==> config.mk <==
export PLATFORM = sky130hd
export DESIGN_NAME = quire_norm_sf_pipe
export DESIGN_NICKNAME = d
export VERILOG_FILES = /design/src/rtl/quire_norm_pkg.sv /design/src/rtl/acc_lzc.sv /design/src/rtl/quire_norm_sf_pipe.sv
export SDC_FILE = /design/constraint.sdc
export NUM_CORES = 1
export LEC_CHECK = 0
export ABC_AREA = 1
export BUFFER_PORTS_ARGS = -buffer_cell sky130_fd_sc_hd__buf_2
export CELL_PAD_IN_SITES_DETAIL_PLACEMENT = 2
export CELL_PAD_IN_SITES_GLOBAL_PLACEMENT = 2
export CORE_UTILIZATION = 35
export CTS_CLUSTER_DIAMETER = 30
export CTS_CLUSTER_SIZE = 28
export DETAILED_ROUTE_END_ITERATION = 6
export PLACE_DENSITY = 0.92
export SETUP_SLACK_MARGIN = 0.5
export SLEW_MARGIN = 20
export SYNTH_ARGS = -nofsm -noshare
export SYNTH_HDL_FRONTEND = slang
export SYNTH_SLANG_ARGS = --single-unit
==> constraint.sdc <==
create_clock -name clk_i -period 6.6 [get_ports clk_i]
set_input_delay 0.66 -clock clk_i [delete_from_list [all_inputs] [get_ports clk_i]]
set_output_delay 0.66 -clock clk_i [all_outputs]
set_load 0.005 [all_outputs]
==> src/rtl/quire_norm_pkg.sv <==
// Shared definitions for the quire-to-scale-factor extraction pipeline.
// The width helpers are constant functions. They derive the accumulator,
// scale-factor and leading-zero-count widths from the segment geometry.
package quire_norm_pkg;

    localparam logic RND_TRUNC = 1'b0;
    localparam logic RND_RNE   = 1'b1;

    // Full accumulator width: head bits plus all segments.
    function automatic int calc_tot_w(input int head_w, input int nseg, input int seg_w);
        return head_w + nseg * seg_w;
    endfunction

    // Signed scale factor width. It covers +/- any bit position of the accumulator.
    function automatic int calc_sf_w(input int tot_w);
        return $clog2(tot_w) + 1;
    endfunction

    // Leading-zero count width. It can represent the all-zero count w itself.
    function automatic int calc_lzc_w(input int w);
        return $clog2(w + 1);
    endfunction

endpackage

==> src/rtl/acc_lzc.sv <==
// Parametrised leading-zero counter, built as a log-depth binary tree.
//   in_i   [W-1:0]     vector to scan, MSB first
//   cnt_o  [CNT_W-1:0] number of zeros above the first one (W when all zero)
//   zero_o             in_i is all zero
// Non-power-of-two widths are padded at the LSB end with ones. An all-zero
// input therefore counts to exactly W without a separate correction.
module acc_lzc #(
    parameter int W     = 102,
    parameter int CNT_W = $clog2(W + 1)
) (
    input  logic [W-1:0]     in_i,
    output logic [CNT_W-1:0] cnt_o,
    output logic             zero_o
);

    localparam int L = $clog2(W);
    localparam int P = 1 << L;

    logic [P-1:0]     ext;
    logic [CNT_W-1:0] cnt_t [0:L][0:P-1];
    logic             vld_t [0:L][0:P-1];

    generate
        if (P > W) begin : g_pad
            assign ext = {in_i, {(P - W){1'b1}}};
        end else begin : g_nopad
            assign ext = in_i;
        end
    endgenerate

    // Node j at level k covers ext[j*2^k +: 2^k]. A node's count is the
    // count of its high child if that child holds a one. Otherwise it is half
    // the node span plus the count of its low child. A leaf counts 1 when its bit is 0.
    always_comb begin
        for (int k = 0; k <= L; k++) begin
            for (int j = 0; j < P; j++) begin
                cnt_t[k][j] = '0;
                vld_t[k][j] = 1'b0;
            end
        end
        for (int j = 0; j < P; j++) begin
            vld_t[0][j] = ext[j];
            cnt_t[0][j] = CNT_W'(!ext[j]);
        end
        for (int k = 1; k <= L; k++) begin
            for (int j = 0; j < (P >> k); j++) begin
                vld_t[k][j] = vld_t[k-1][2*j+1] | vld_t[k-1][2*j];
                cnt_t[k][j] = vld_t[k-1][2*j+1] ? cnt_t[k-1][2*j+1]
                                                : (CNT_W'(1) << (k - 1)) + cnt_t[k-1][2*j];
            end
        end
    end

    assign cnt_o  = cnt_t[L][0];
    assign zero_o = ~|in_i;

endmodule

==> src/rtl/quire_norm_sf_pipe.sv <==
// Quire accumulator to (sign, scale factor, 1.f mantissa, flags) extraction.
// This is a 3-stage valid/ready pipeline, and all stages advance together on en.
//   S1: sign and magnitude of acc_i, with the rounding mode latched
//   S2: leading-zero count, bit position of the leading one, zero detect
//   S3: normalise, round (truncate / RNE), range-classify, register outputs
// Ports:
//   clk_i, rstn (sync, active low), flush_i (sync clear)
//   in_vld / in_rdy, acc_i [TOT_W-1:0] {head, seg[NSEG-1..0]}, rnd_mode_i
//   out_vld / out_rdy, sign_q, sf_q [SF_W-1:0] signed, mts_q [MTS_W-1:0]
//   ovf, udf (also for zero), nzero, inexact_q
module quire_norm_sf_pipe
    import quire_norm_pkg::*;
#(
    parameter  int SEG_W    = 24,
    parameter  int NSEG     = 4,
    parameter  int HEAD_W   = 6,
    parameter  int FRAC_POS = 48,
    parameter  int MTS_W    = 8,
    parameter  int SF_MAX   = 23,
    parameter  int SF_MIN   = -24,
    localparam int TOT_W    = calc_tot_w(HEAD_W, NSEG, SEG_W),
    localparam int SF_W     = calc_sf_w(TOT_W)
) (
    input  logic                    clk_i,
    input  logic                    rstn,
    input  logic                    flush_i,
    input  logic                    in_vld,
    output logic                    in_rdy,
    input  logic [TOT_W-1:0]        acc_i,
    input  logic                    rnd_mode_i,
    output logic                    out_vld,
    input  logic                    out_rdy,
    output logic                    sign_q,
    output logic signed [SF_W-1:0]  sf_q,
    output logic [MTS_W-1:0]        mts_q,
    output logic                    ovf,
    output logic                    udf,
    output logic                    nzero,
    output logic                    inexact_q
);

    localparam int LZC_W = calc_lzc_w(TOT_W);
    localparam int POS_W = $clog2(TOT_W);
    // Two extra bits keep pos - FRAC_POS + carry free of wrap-around before
    // the range compare.
    localparam int SFX_W = SF_W + 2;
    localparam logic signed [SFX_W-1:0] SF_MAX_X = SFX_W'(SF_MAX);
    localparam logic signed [SFX_W-1:0] SF_MIN_X = SFX_W'(SF_MIN);

    logic en;
    assign en     = !out_vld || out_rdy;
    assign in_rdy = en;

    // ---------------- S1: sign / magnitude ----------------
    logic             s1_vld_q,  s1_vld_d;
    logic             s1_sign_q, s1_sign_d;
    logic [TOT_W-1:0] s1_mag_q,  s1_mag_d;
    logic             s1_mode_q, s1_mode_d;

    always_comb begin
        s1_vld_d  = in_vld;
        s1_sign_d = s1_sign_q;
        s1_mag_d  = s1_mag_q;
        s1_mode_d = s1_mode_q;
        if (in_vld) begin
            s1_sign_d = acc_i[TOT_W-1];
            s1_mag_d  = acc_i[TOT_W-1] ? (~acc_i + TOT_W'(1)) : acc_i;
            s1_mode_d = rnd_mode_i;
        end
    end

    // ---------------- S2: leading-zero count ----------------
    logic [LZC_W-1:0] lz_w;
    logic             zero_w;

    acc_lzc #(
        .W     (TOT_W),
        .CNT_W (LZC_W)
    ) u_lzc (
        .in_i   (s1_mag_q),
        .cnt_o  (lz_w),
        .zero_o (zero_w)
    );

    logic             s2_vld_q,  s2_vld_d;
    logic             s2_sign_q, s2_sign_d;
    logic [TOT_W-1:0] s2_mag_q,  s2_mag_d;
    logic             s2_mode_q, s2_mode_d;
    logic [LZC_W-1:0] s2_lz_q,   s2_lz_d;
    logic [POS_W-1:0] s2_pos_q,  s2_pos_d;
    logic             s2_zero_q, s2_zero_d;

    always_comb begin
        s2_vld_d  = s1_vld_q;
        s2_sign_d = s2_sign_q;
        s2_mag_d  = s2_mag_q;
        s2_mode_d = s2_mode_q;
        s2_lz_d   = s2_lz_q;
        s2_pos_d  = s2_pos_q;
        s2_zero_d = s2_zero_q;
        if (s1_vld_q) begin
            s2_sign_d = s1_sign_q;
            s2_mag_d  = s1_mag_q;
            s2_mode_d = s1_mode_q;
            s2_lz_d   = lz_w;
            s2_zero_d = zero_w;
            // For zero the position is meaningless and is parked at 0.
            s2_pos_d  = zero_w ? '0 : POS_W'(TOT_W - 1) - POS_W'(lz_w);
        end
    end

    // ---------------- S3: normalise / round / classify ----------------
    logic [TOT_W-1:0]        norm;
    logic [MTS_W-1:0]        m_raw;
    logic                    g_bit;
    logic                    s_bit;
    logic                    rnd_inc;
    logic [MTS_W:0]          m_inc;
    logic                    carry;
    logic [MTS_W-1:0]        mts_rnd;
    logic signed [SFX_W-1:0] sf_x;

    always_comb begin
        norm    = s2_mag_q << s2_lz_q;
        m_raw   = norm[TOT_W-1 -: MTS_W];
        g_bit   = norm[TOT_W-1-MTS_W];
        s_bit   = |norm[TOT_W-2-MTS_W:0];
        rnd_inc = (s2_mode_q == RND_RNE) && g_bit && (s_bit || m_raw[0]);
        m_inc   = {1'b0, m_raw} + (MTS_W + 1)'(rnd_inc);
        carry   = m_inc[MTS_W];
        // A carry out of the mantissa can only come from all ones, so the
        // result is exactly 1.000... one binade up.
        mts_rnd = carry ? {1'b1, {(MTS_W - 1){1'b0}}} : m_inc[MTS_W-1:0];
        sf_x    = $signed(SFX_W'(s2_pos_q)) - $signed(SFX_W'(FRAC_POS))
                + $signed(SFX_W'(carry));
    end

    logic                   out_vld_d;
    logic                   sign_d;
    logic signed [SF_W-1:0] sf_d;
    logic [MTS_W-1:0]       mts_d;
    logic                   ovf_d;
    logic                   udf_d;
    logic                   nzero_d;
    logic                   inexact_d;

    always_comb begin
        out_vld_d = s2_vld_q;
        sign_d    = sign_q;
        sf_d      = sf_q;
        mts_d     = mts_q;
        ovf_d     = ovf;
        udf_d     = udf;
        nzero_d   = nzero;
        inexact_d = inexact_q;
        if (s2_vld_q) begin
            if (s2_zero_q) begin
                sign_d    = 1'b0;
                sf_d      = '0;
                mts_d     = '0;
                ovf_d     = 1'b0;
                udf_d     = 1'b1;
                nzero_d   = 1'b0;
                inexact_d = 1'b0;
            end else begin
                sign_d    = s2_sign_q;
                nzero_d   = 1'b1;
                inexact_d = g_bit | s_bit;
                if (sf_x > SF_MAX_X) begin
                    sf_d  = '0;
                    mts_d = '0;
                    ovf_d = 1'b1;
                    udf_d = 1'b0;
                end else if (sf_x < SF_MIN_X) begin
                    sf_d  = '0;
                    mts_d = '0;
                    ovf_d = 1'b0;
                    udf_d = 1'b1;
                end else begin
                    sf_d  = sf_x[SF_W-1:0];
                    mts_d = mts_rnd;
                    ovf_d = 1'b0;
                    udf_d = 1'b0;
                end
            end
        end
    end

    // Reset and flush clear to identical values. Reset takes precedence only
    // nominally, since both load the same contents.
    always_ff @(posedge clk_i) begin
        if (!rstn || flush_i) begin
            s1_vld_q  <= 1'b0;
            s1_sign_q <= 1'b0;
            s1_mag_q  <= '0;
            s1_mode_q <= 1'b0;
            s2_vld_q  <= 1'b0;
            s2_sign_q <= 1'b0;
            s2_mag_q  <= '0;
            s2_mode_q <= 1'b0;
            s2_lz_q   <= '0;
            s2_pos_q  <= '0;
            s2_zero_q <= 1'b0;
            out_vld   <= 1'b0;
            sign_q    <= 1'b0;
            sf_q      <= '0;
            mts_q     <= '0;
            ovf       <= 1'b0;
            udf       <= 1'b0;
            nzero     <= 1'b1;
            inexact_q <= 1'b0;
        end else if (en) begin
            s1_vld_q  <= s1_vld_d;
            s1_sign_q <= s1_sign_d;
            s1_mag_q  <= s1_mag_d;
            s1_mode_q <= s1_mode_d;
            s2_vld_q  <= s2_vld_d;
            s2_sign_q <= s2_sign_d;
            s2_mag_q  <= s2_mag_d;
            s2_mode_q <= s2_mode_d;
            s2_lz_q   <= s2_lz_d;
            s2_pos_q  <= s2_pos_d;
            s2_zero_q <= s2_zero_d;
            out_vld   <= out_vld_d;
            sign_q    <= sign_d;
            sf_q      <= sf_d;
            mts_q     <= mts_d;
            ovf       <= ovf_d;
            udf       <= udf_d;
            nzero     <= nzero_d;
            inexact_q <= inexact_d;
        end
    end

endmodule

* After elaboration in Yosys (flattened, before gate mapping)
Index checks and enable logic that the tools add are counted.
Widths: inputs -> output; s select.
** Word-level totals
- Bits in registers :: 247
- Input bits :: 108
- Output and inout bits :: 23
- Word-level logic and storage cells :: 462
** Cells by class
- Add/sub/neg operators :: 106
- $lt $le $gt $ge :: 2
- Shift operators :: 1
- Muxes and demuxes :: 119
- Bitwise operators :: 100
- Reduce and logical (&&, ||, !) cells :: 115
** Operators by type and width (number)
- $mux 7 :: 103
- $add 2x7->7 const A :: 25
- $logic_not 1->1 :: 105
- $add 1x1->2 const A :: 51
- $add 102x1->102 const B :: 1
- $mux 102 :: 1
- $not 102->102 :: 1
- $reduce_or 102->1 :: 1
- $shl 102x7->102 :: 1
- $or 1x1->1 :: 99
- $reduce_or 93->1 :: 1
- $add 3x7->7 const A :: 13
- $mux 8 :: 7
- $add 4x7->7 const A :: 6
- $add 5x7->7 const A :: 3
- $add 6x7->7 const A :: 2
- $add 8x1->9 :: 1
- $add 8x2->9 :: 1
- $gt 9x6->1 const B :: 1
- $lt 9x6->1 const B :: 1
- $mux 1 :: 8
- $sub 7x6->8 const B :: 1
- $add 7x7->7 const A :: 1
- $sub 7x7->7 const A :: 1
- other kinds (3) :: 8

* Logic depth before layout (Yosys ltp)
Gate-level depths: netlist (run 1).
- Depth in word-level cells :: 16
- Mapped depth :: 37
- Gate-level depth less buffers :: 34

* Cells and area by module
From an unflattened synthesis (run 1), not the netlist that was laid out.
** Second synthesis, totals
- Cells, all modules :: 3484
- Area total of the unflattened synthesis :: 19951.6 um^2
** Modules (own cells, without submodules)
- quire_norm_sf_pipe :: times used 1, cells each 3151, area an instance 18442.7 um^2, seq. area each 4944.7 um^2
- acc_lzc :: times used 1, cells each 333, area an instance 1508.9 um^2, seq. area each 0.0 um^2

* Worst setup path before layout (run 1)
Ideal clock, no wire load.
- Path type :: flip-flop to flip-flop
- Start :: reg s2_lz_q[0]
- End :: reg sf_q[3]
- Setup time :: 0.070 ns
- Arrival :: 3.843 ns
- Required time :: 6.530 ns
- Slack :: 2.686 ns
- Stages on the path, launching flop included :: 33
- Buffers on the path :: 3
- Clock period less this slack :: 3.914 ns
- Path through :: dfxtp_1 buf_6 buf_6 buf_2 o211ai_1 nand3_1 nand3_1 nand2_1 nand2_1 nand3_1 nand3_1 nand2_1 nor2_4 ha_1 nand2_1 nor2_1 nand2_1 inv_1 ha_1 ha_1 nand2_1 inv_1 nand3_1 nor2_1 inv_1 nand2_1 inv_1 nor3_1 a21oi_1 nor3_2 inv_1 or2_1 a21oi_1
** Between the ends
- Longest elaborated chain between the ends :: 10
- Elaborated cells on any way between the ends :: 12
- Those cells by class :: add/sub (2); order compare (2); shift (1); mux (3); reduce/logical (4)
** RTL lines
- start, declared :: RTL line quire_norm_sf_pipe.sv:89 : logic [LZC_W-1:0] s2_lz_q, s2_lz_d;
- start signal, assigned :: RTL line quire_norm_sf_pipe.sv:221 : s2_lz_q <= s2_lz_d;
- $shl 102x7->102 (*) :: RTL line quire_norm_sf_pipe.sv:124 : norm = s2_mag_q << s2_lz_q;
- $reduce_or 93->1 :: RTL line quire_norm_sf_pipe.sv:127 : s_bit = |norm[TOT_W-2-MTS_W:0];
- $logic_or 1x1->1 :: RTL line quire_norm_sf_pipe.sv:128 : rnd_inc = (s2_mode_q == RND_RNE) && g_bit && (s_bit || m_raw[0]);
- $logic_and 1x1->1 :: RTL line quire_norm_sf_pipe.sv:128
- $add 8x1->9 (*) :: RTL line quire_norm_sf_pipe.sv:129 : m_inc = {1'b0, m_raw} + (MTS_W + 1)'(rnd_inc);
- $add 8x2->9 (*) :: RTL line quire_norm_sf_pipe.sv:135 : + $signed(SFX_W'(carry));
- $lt 9x6->1 :: RTL line quire_norm_sf_pipe.sv:174 : end else if (sf_x < SF_MIN_X) begin
- $mux 8 :: RTL line quire_norm_sf_pipe.sv:174
- $mux 8 (*) :: RTL line quire_norm_sf_pipe.sv:169 : if (sf_x > SF_MAX_X) begin
- $mux 8 (*) :: RTL line quire_norm_sf_pipe.sv:157 : if (s2_zero_q) begin
- end signal, assigned :: RTL line quire_norm_sf_pipe.sv:206 : sf_q <= '0;
- end signal, assigned :: RTL line quire_norm_sf_pipe.sv:226 : sf_q <= sf_d;
- end, declared :: RTL line quire_norm_sf_pipe.sv:34 : output logic signed [SF_W-1:0] sf_q,
Mark *: on every way between the ends. The rest lies on a longest branch, timed or not.
A chain may end at the register's enable or synchronous reset.

* Final worst setup path (run 1)
- Start :: reg s2_lz_q[0]
- End :: reg mts_q[4]
** Between the ends
- Longest elaborated chain between the ends :: 10
- Elaborated cells on any way between the ends :: 13
- Those cells by class :: add/sub (2); order compare (2); shift (1); mux (4); reduce/logical (4)
** RTL lines
- $shl 102x7->102 (*) :: RTL line quire_norm_sf_pipe.sv:124
- $reduce_or 93->1 :: RTL line quire_norm_sf_pipe.sv:127
- $logic_or 1x1->1 :: RTL line quire_norm_sf_pipe.sv:128
- $logic_and 1x1->1 :: RTL line quire_norm_sf_pipe.sv:128
- $add 8x1->9 (*) :: RTL line quire_norm_sf_pipe.sv:129
- $add 8x2->9 :: RTL line quire_norm_sf_pipe.sv:135
- $lt 9x6->1 :: RTL line quire_norm_sf_pipe.sv:174
- $mux 8 :: RTL line quire_norm_sf_pipe.sv:174
- $mux 8 (*) :: RTL line quire_norm_sf_pipe.sv:169
- $mux 8 (*) :: RTL line quire_norm_sf_pipe.sv:157
- end signal, assigned :: RTL line quire_norm_sf_pipe.sv:227 : mts_q <= mts_d;
- end, declared :: RTL line quire_norm_sf_pipe.sv:35 : output logic [MTS_W-1:0] mts_q,
Marked as above.

==> results of run 1 <==
## registers in the layout, summed over array words and instances (netlist names)
signal	count
s1_mag_q	102
ovf	1
inexact_q	1
sf_q	8
s2_lz_q	7
nzero	1
udf	1
s2_mag_q	102
s2_mode_q	1
out_vld	1
mts_q	8
s2_sign_q	1
s1_sign_q	1
out_vld_d	1
s2_pos_q	7
s1_mode_q	1
s2_zero_q	1
s1_vld_q	1
sign_q	1
## cell families (layout without fill, tap and decap cells)
logic type | Yosys count | count (layout) | share of synthesized area, %
AND/OR/NAND/NOR | 1947 | 1947 | 43.2
AO/OA/AOI/OAI | 603 | 603 | 17.4
buffers and inverters | 505 | 605 | 10.7
flip-flops | 247 | 247 | 25.2
XOR/XNOR | 65 | 65 | 2.90
adder cells (fa/ha/maj) | 7 | 7 | 0.447
multiplexers | 1 | 1 | 0.0511
other | 0 | 5 | 0
## where the power goes
part           internal (uW)  switching (uW)
clock network           2420            1410
logic                    262             754
registers               1540            76.1
total                   4220            2240
## critical path: cells and delay by family (launching register included)
family	cells	cell delay (ps)
simple gates	13	2050
compound gates	8	1510
buf+inv	5	950
fa+ha+maj	3	730
flops	1	380
xor+xnor	1	240
## Yosys cell counts, types with 36 or more instances
library cell	n	area share [%]
a21oi_1	194	5.0
buf_2	46	1.2
clkbuf_1	91	1.7
dfxtp_1	247	25
inv_1	307	5.9
nand2_1	790	15
nand3_1	545	14
nor2_1	437	8.4
nor4_1	36	1.1
o211ai_1	52	2.0
o21ai_0	224	5.7
o21ai_1	45	1.1
xor2_1	44	2.0
## placed cells by master, fill, tap and decap left out, types with 35 or more instances in the layout
cell / Yosys / final
nand3_1: 545 / 544
xor2_1: 44 / 43
clkbuf_16: 0 / 69
dfxtp_1: 247 / 242
o211ai_1: 52 / 52
o21ai_1: 45 / 45
a21oi_1: 194 / 194
nor3_1: 35 / 35
buf_2: 46 / 130
o21ai_0: 224 / 224
nor4_1: 36 / 36
inv_1: 307 / 303
nand2_1: 790 / 787
nor2_1: 437 / 434
## metrics by stage
step	power [uW]	area, sq um
floorplan	2160	19600
global placement	2410	20600
detailed placement	2480	20600
CTS	6320	23100
global route	6530	23200
finish	6460	23200
## worst max path at each step
stage	startpoint	to
floorplan	s2_lz_q[0]	sf_q[3]
global placement	s2_lz_q[2]	mts_q[4]
detailed placement	s2_lz_q[0]	mts_q[4]
CTS	s2_lz_q[2]	mts_q[4]
global route	s2_lz_q[0]	mts_q[4]
finish	s2_lz_q[0]	mts_q[4]
## layer usage
metal	routed length, um	share of wire [%]	GRT usage [%]	vias to the layer above
li1	-	-	-	11400
met1	54000	41	59.6	13800
met2	55800	43	66.0	1995
met3	15700	12	13.3	446
met4	5650	4.3	17.7	4
met5	26	0.020	0	-
## cell type report
class	count	share of cell area (%)
Timing Repair Buffer	167	4.57
Inverter	316	5.37
Timing Repair inverter	1	0.0216
Antenna cell	5	0.0539
Clock inverter	38	2.16
Sequential cell	247	21.4
Tap cell	748	4.03
Clock buffer	83	8.10
Multi-Input combinational cell	2623	54.3
## repair_timing
item                       in CTS  in global routing
resized for setup              10                 14
setup endpoints to repair      16                 16
buffers inserted                4                  5
cloned                          1                  1
pin swaps                       1                  2
hold endpoints to repair        0                  0
==> run_results.csv, run 1 <==
group,metric,value,unit
run_status,status,"finished with violations",
run_status,violations,"DRC",
logic_synthesis,ys.flop_type,"dfxtp_1",
layout,area_growth,18.4,%
setup_path,crit_required,7080,ps
layout,utilization,42.1,%
floorplan,fp.dieH,239,um
hold_path,min_from,"acc_i[68]",
route,vias_per_cell,6.53,
logic_synthesis,ys_async_sr_fraction,0,%
floorplan,boundaryPins,131,
setup_path,slowest_stage,"dfxtp_4",
global_routing,grt_pass1_wl,195000,um
global_routing,antenna_found_initial,8,
logic_synthesis,yosys_warnings,0,
layout,fin_nets,3538,
logic_synthesis,synth.avg_cell_area,5.81,sq um
hold_path,min_path_type,"in -> reg",
floorplan,initial_core_util,35.5,%
route,via_count,27600,
route,totalWireLength,131000,um
timing,setup_ws,540,ps
run,drv_cap,0,
logic_synthesis,ys_seq_area_share,25.2,%
logic_synthesis,synth_seq_cells,247,
timing,worst_pin_slew,1160,ps
power_and_ir_drop,p_leak,0.0103,uW
timing,rsz0062_at_grt,"no",
global_routing,grt_pass1_vias,29000,
setup_path,worst_setup_path_end_kind,"flip-flop",
layout,drive_above_1_share,10.5,%
route,first_pass_iters,7,
setup_path,rrSetupSlack,540,ps
hold_path,hold_depth,3,
layout,fill_cells,6734,
floorplan,core,55200,sq um
setup_path,cp_data_arrival_time,6540,ps
timing,setup_viol,0,
global_routing,track_usage,44.4,%
logic_synthesis,synth_cells,3375,
cts,clk_path_buf_depth,3,
placed_design,dp_cells,4091,
timing,fmax,0.165,GHz
placed_design,dp_slack,631,ps
cts,root_buffer,"clkbuf_16",
layout,register_area,4960,sq um
hold_path,holdPathEnd,"s1_mag_q[68]",
logic_synthesis,synth-edff-count,0,
route,drtIter0Drc,4128,
logic_synthesis,syn_area,19600,sq um
logic_synthesis,synth_fp_nets,3490,
placed_design,gp_congestion,0.931,
setup_path,crit_fanout,40,
timing,hold_violations,0,
timing,finalClockSkew,88.6,ps
global_routing,grt_overflow,0,
cts,cts_tree,"done",
timing,fin_setup_tns,0,ps
setup_path,r2r-end,"mts_q[4]",
placed_design,dp.final_hpwl,72900,um
route,ant_nets,0,
cts,clkLatencyLatePin,670,ps
cts,cts-buffers-inserted,67,
timing,min_period_over_period,91.8,%
timing,report.final.slew_viol_count,0,
logic_synthesis,yosysUniqueCellTypes,62,
cts,path_clk_slew,60,ps
cts,cts_hold_buf,0,
cts,cts.sinks,247,
setup_path,setup.worst_path.class,"reg -> reg",
floorplan,rows,86,
placed_design,numPortBuffers,130,
floorplan,dieWidth,239,um
route,wl_per_cell,31.0,um
timing,fin_hold_ws,390,ps
floorplan,die-area,57000,sq um
setup_path,cpPeakStageDelay,380,ps
setup_path,startpoint_type,"flip-flop",
layout,layout.cells.non_filler,4228,
setup_path,r2r_cells,30,
power_and_ir_drop,powerDensity,278,nW/um^2
timing,relSlewSlack,22.4,%
layout,multiInputGateArea,12600,sq um
route,drc,1,
global_routing,grt_max_degree,143,
setup_path,timing.rr.start,"s2_lz_q[0]",
timing,finalCriticalPeriod,6060,ps
cts,htreeDepth,3,
power_and_ir_drop,ir_worst_vdd,0.000251,V
setup_path,path_common_cell,"nand2_1",
Note: power is estimated with default switching activity, not from simulation.
==> inputs of run 2 (changes only) <==
--- a/config.mk
+++ b/config.mk
@@ -9,6 +9,7 @@
 export BUFFER_PORTS_ARGS = -buffer_cell sky130_fd_sc_hd__buf_2
 export CELL_PAD_IN_SITES_DETAIL_PLACEMENT = 2
 export CELL_PAD_IN_SITES_GLOBAL_PLACEMENT = 2
+export CORE_ASPECT_RATIO = 0.9
 export CORE_UTILIZATION = 35
 export CTS_CLUSTER_DIAMETER = 30
 export CTS_CLUSTER_SIZE = 28
==> constraint.sdc (replaced) <==
create_clock -name clk_i -period 6.6 [get_ports clk_i]
set_input_delay 0.99 -clock clk_i [delete_from_list [all_inputs] [get_ports clk_i]]
set_output_delay 0.99 -clock clk_i [all_outputs]
set_load 0.005 [all_outputs]
==> run_results.csv, run 2 (synthesized netlist as in run 1, its figures left out) <==
group,metric,value,unit
placed_design,place_area,20600,sq um
layout,layout_common_cells,"787 x nand2_1, 543 x nand3_1, 434 x nor2_1",
power_and_ir_drop,ir_worst_vdd,0.000275,V
timing,setup_viol,0,
run_status,status,"finished with violations",
global_routing,track_usage,47.4,%
route,via_count,28600,
route,drc,0,
timing,fin_setup_tns,0,ps
placed_design,numPortBuffers,130,
hold_path,min_from,"out_vld_d",
floorplan,core,54800,sq um
power_and_ir_drop,comb_power_share,16.3,%
timing,report.final.slew_viol_count,2,
setup_path,cp_data_arrival_time,7120,ps
cts,root_buffer,"clkbuf_16",
power_and_ir_drop,power.internal,4310,uW
cts,htreeDepth,3,
setup_path,path_common_cell,"nand2_1",
run_status,violations,"capacitance limit, slew limit",
timing,finalCriticalPeriod,6590,ps
setup_path,rrSetupSlack,5,ps
route,wl_per_cell,33.4,um
cts,path_clk_slew,50,ps
run,drv_cap,1,
route,totalWireLength,141000,um
floorplan,fp.dieH,227,um
power_and_ir_drop,p_leak,0.0104,uW
power_and_ir_drop,p_clk_share,59.1,%
power_and_ir_drop,p_sw,2270,uW
timing,fmax,0.152,GHz
cts,cts_tree,"done",
setup_path,crit_fanout,31,
floorplan,die-area,57000,sq um
setup_path,startpoint_type,"flip-flop",
cts,clkLatencyLatePin,670,ps
layout,reg_top3,"s1_mag_q (102), s2_mag_q (102)",
setup_path,r2r_cells,32,
cts,clk_path_buf_depth,3,
setup_path,worst_setup_path_end_kind,"flip-flop",
placed_design,gp_congestion,0.879,
floorplan,boundaryPins,131,
setup_path,setup.worst_path.class,"reg -> reg",
layout,fin_nets,3544,
setup_path,critPathLaunch,"s2_lz_q[0]",
hold_path,min_path_type,"reg -> reg",
floorplan,initial_core_util,35.8,%
global_routing,grt_pass1_wl,203000,um
layout,drive_above_1_share,10.7,%
setup_path,cpPeakStageDelay,450,ps
floorplan,rows,81,
timing,min_period_over_period,99.9,%
cts,cts.sinks,247,
setup_path,timing.rr.start,"s2_lz_q[0]",
global_routing,antenna_found_initial,16,
timing,relSlewSlack,-8.59,%
route,ant_nets,0,
global_routing,grt_overflow,0,
timing,finalClockSkew,62.5,ps
global_routing,grt_pass1_vias,31000,
route,drtIter0Drc,3251,
route,vias_per_cell,6.77,
timing,hold_violations,0,
timing,fin_hold_ws,501,ps
cts,cts-buffers-inserted,68,
timing,worst_pin_slew,1610,ps
layout,stdcell_area,23400,sq um
placed_design,dp.final_hpwl,77500,um
layout,area_growth,19.4,%
layout,final_common_cell,"nand2_1",
power_and_ir_drop,seqPwrFrac,24.5,%
floorplan,dieWidth,251,um
power_and_ir_drop,powerDensity,281,nW/um^2
setup_path,slowest_stage,"dfxtp_4",
cts,cts_hold_buf,0,
power_and_ir_drop,switching_share,34.5,%
global_routing,grt_max_degree,125,
route,first_pass_iters,6,
setup_path,crit_required,7120,ps
setup_path,r2r-end,"mts_q[2]",
setup_path,cp-endpoint,"mts_q[2]",
-- run 2: cell count changes in the layout (fill, tap and decap cells not counted), sizes merged --
| cell | delta |
|---|---|
| buf | +4 |
| diode | -1 |
| clkinvlp | -3 |
| bufbuf | -1 |
| clkbuf | +10 |
| inv | +3 |
| clkinv | -6 |
-- run 2: worst min path at each step --
stage          cells past startpoint   endpoint
5_1_grt                            2  out_vld_d
6_report                           2  out_vld_d
3_3_place_gp                       2  out_vld_d
2_1_floorplan                      2     sign_q
4_1_cts                            2  out_vld_d
3_5_place_dp                       2    sf_q[0]
-- run 2: worst max-delay path: cells and delay by family, from the launching register on --
| kind | cells | cell delay (ps) |
|---|---|---|
| simple gates | 19 | 3770 |
| buf+inv | 8 | 1060 |
| fa+ha+maj | 2 | 420 |
| compound gates | 3 | 760 |
| flops | 1 | 450 |
-- run 2: routing by layer --
metal | track usage, % | up-vias | share of wire (%)
met3 | 16.2 | 1102 | 9.5
met4 | 42.4 | 26 | 10
met2 | 78.1 | 2153 | 45
li1 | - | 11400 | -
met1 | 47.9 | 14000 | 34
met5 | 0.0866 | - | 0.17
-- run 2: area by class of cell --
| type | instances | area [sq um] |
|---|---|---|
| Fill cell | 6611 | 31400 |
| Timing Repair Buffer | 172 | 1140 |
| Sequential cell | 247 | 4950 |
| Tap cell | 747 | 935 |
| Inverter | 316 | 1240 |
| Clock buffer | 91 | 1970 |
| Multi-Input combinational cell | 2623 | 12600 |
| Timing Repair inverter | 1 | 16.3 |
| Clock inverter | 32 | 513 |
| Antenna cell | 4 | 10.0 |
-- run 2: repair_timing --
action,4_1_cts,5_1_grt
gates cloned,0,2
endpoints found under the setup margin,16,17
buffers inserted,2,11
pin swaps,0,2
resized for setup,2,23
-- run 2: power by group through the flow --
stage | clock (uW) | sequential [uW] | combinational (uW)
global placement | 0 | 1620 | 804
floorplan | 0 | 1600 | 563
finish | 3890 | 1610 | 1070
global route | 3930 | 1610 | 1120
detailed placement | 0 | 1630 | 887
CTS | 3800 | 1600 | 970
-- run 2: through the flow --
step                      worst slack (ps)  cells  utilization, %  power [uW]
after floorplan                       2690   3375               -        2160
after detailed placement               575   4090            37.6        2510
after CTS                              508   4215            42.2        6380
after global routing                 -32.5   4231            42.7        6650
final                                 5.34   4233            42.7        6570
after global placement                1420   4090            37.6        2420
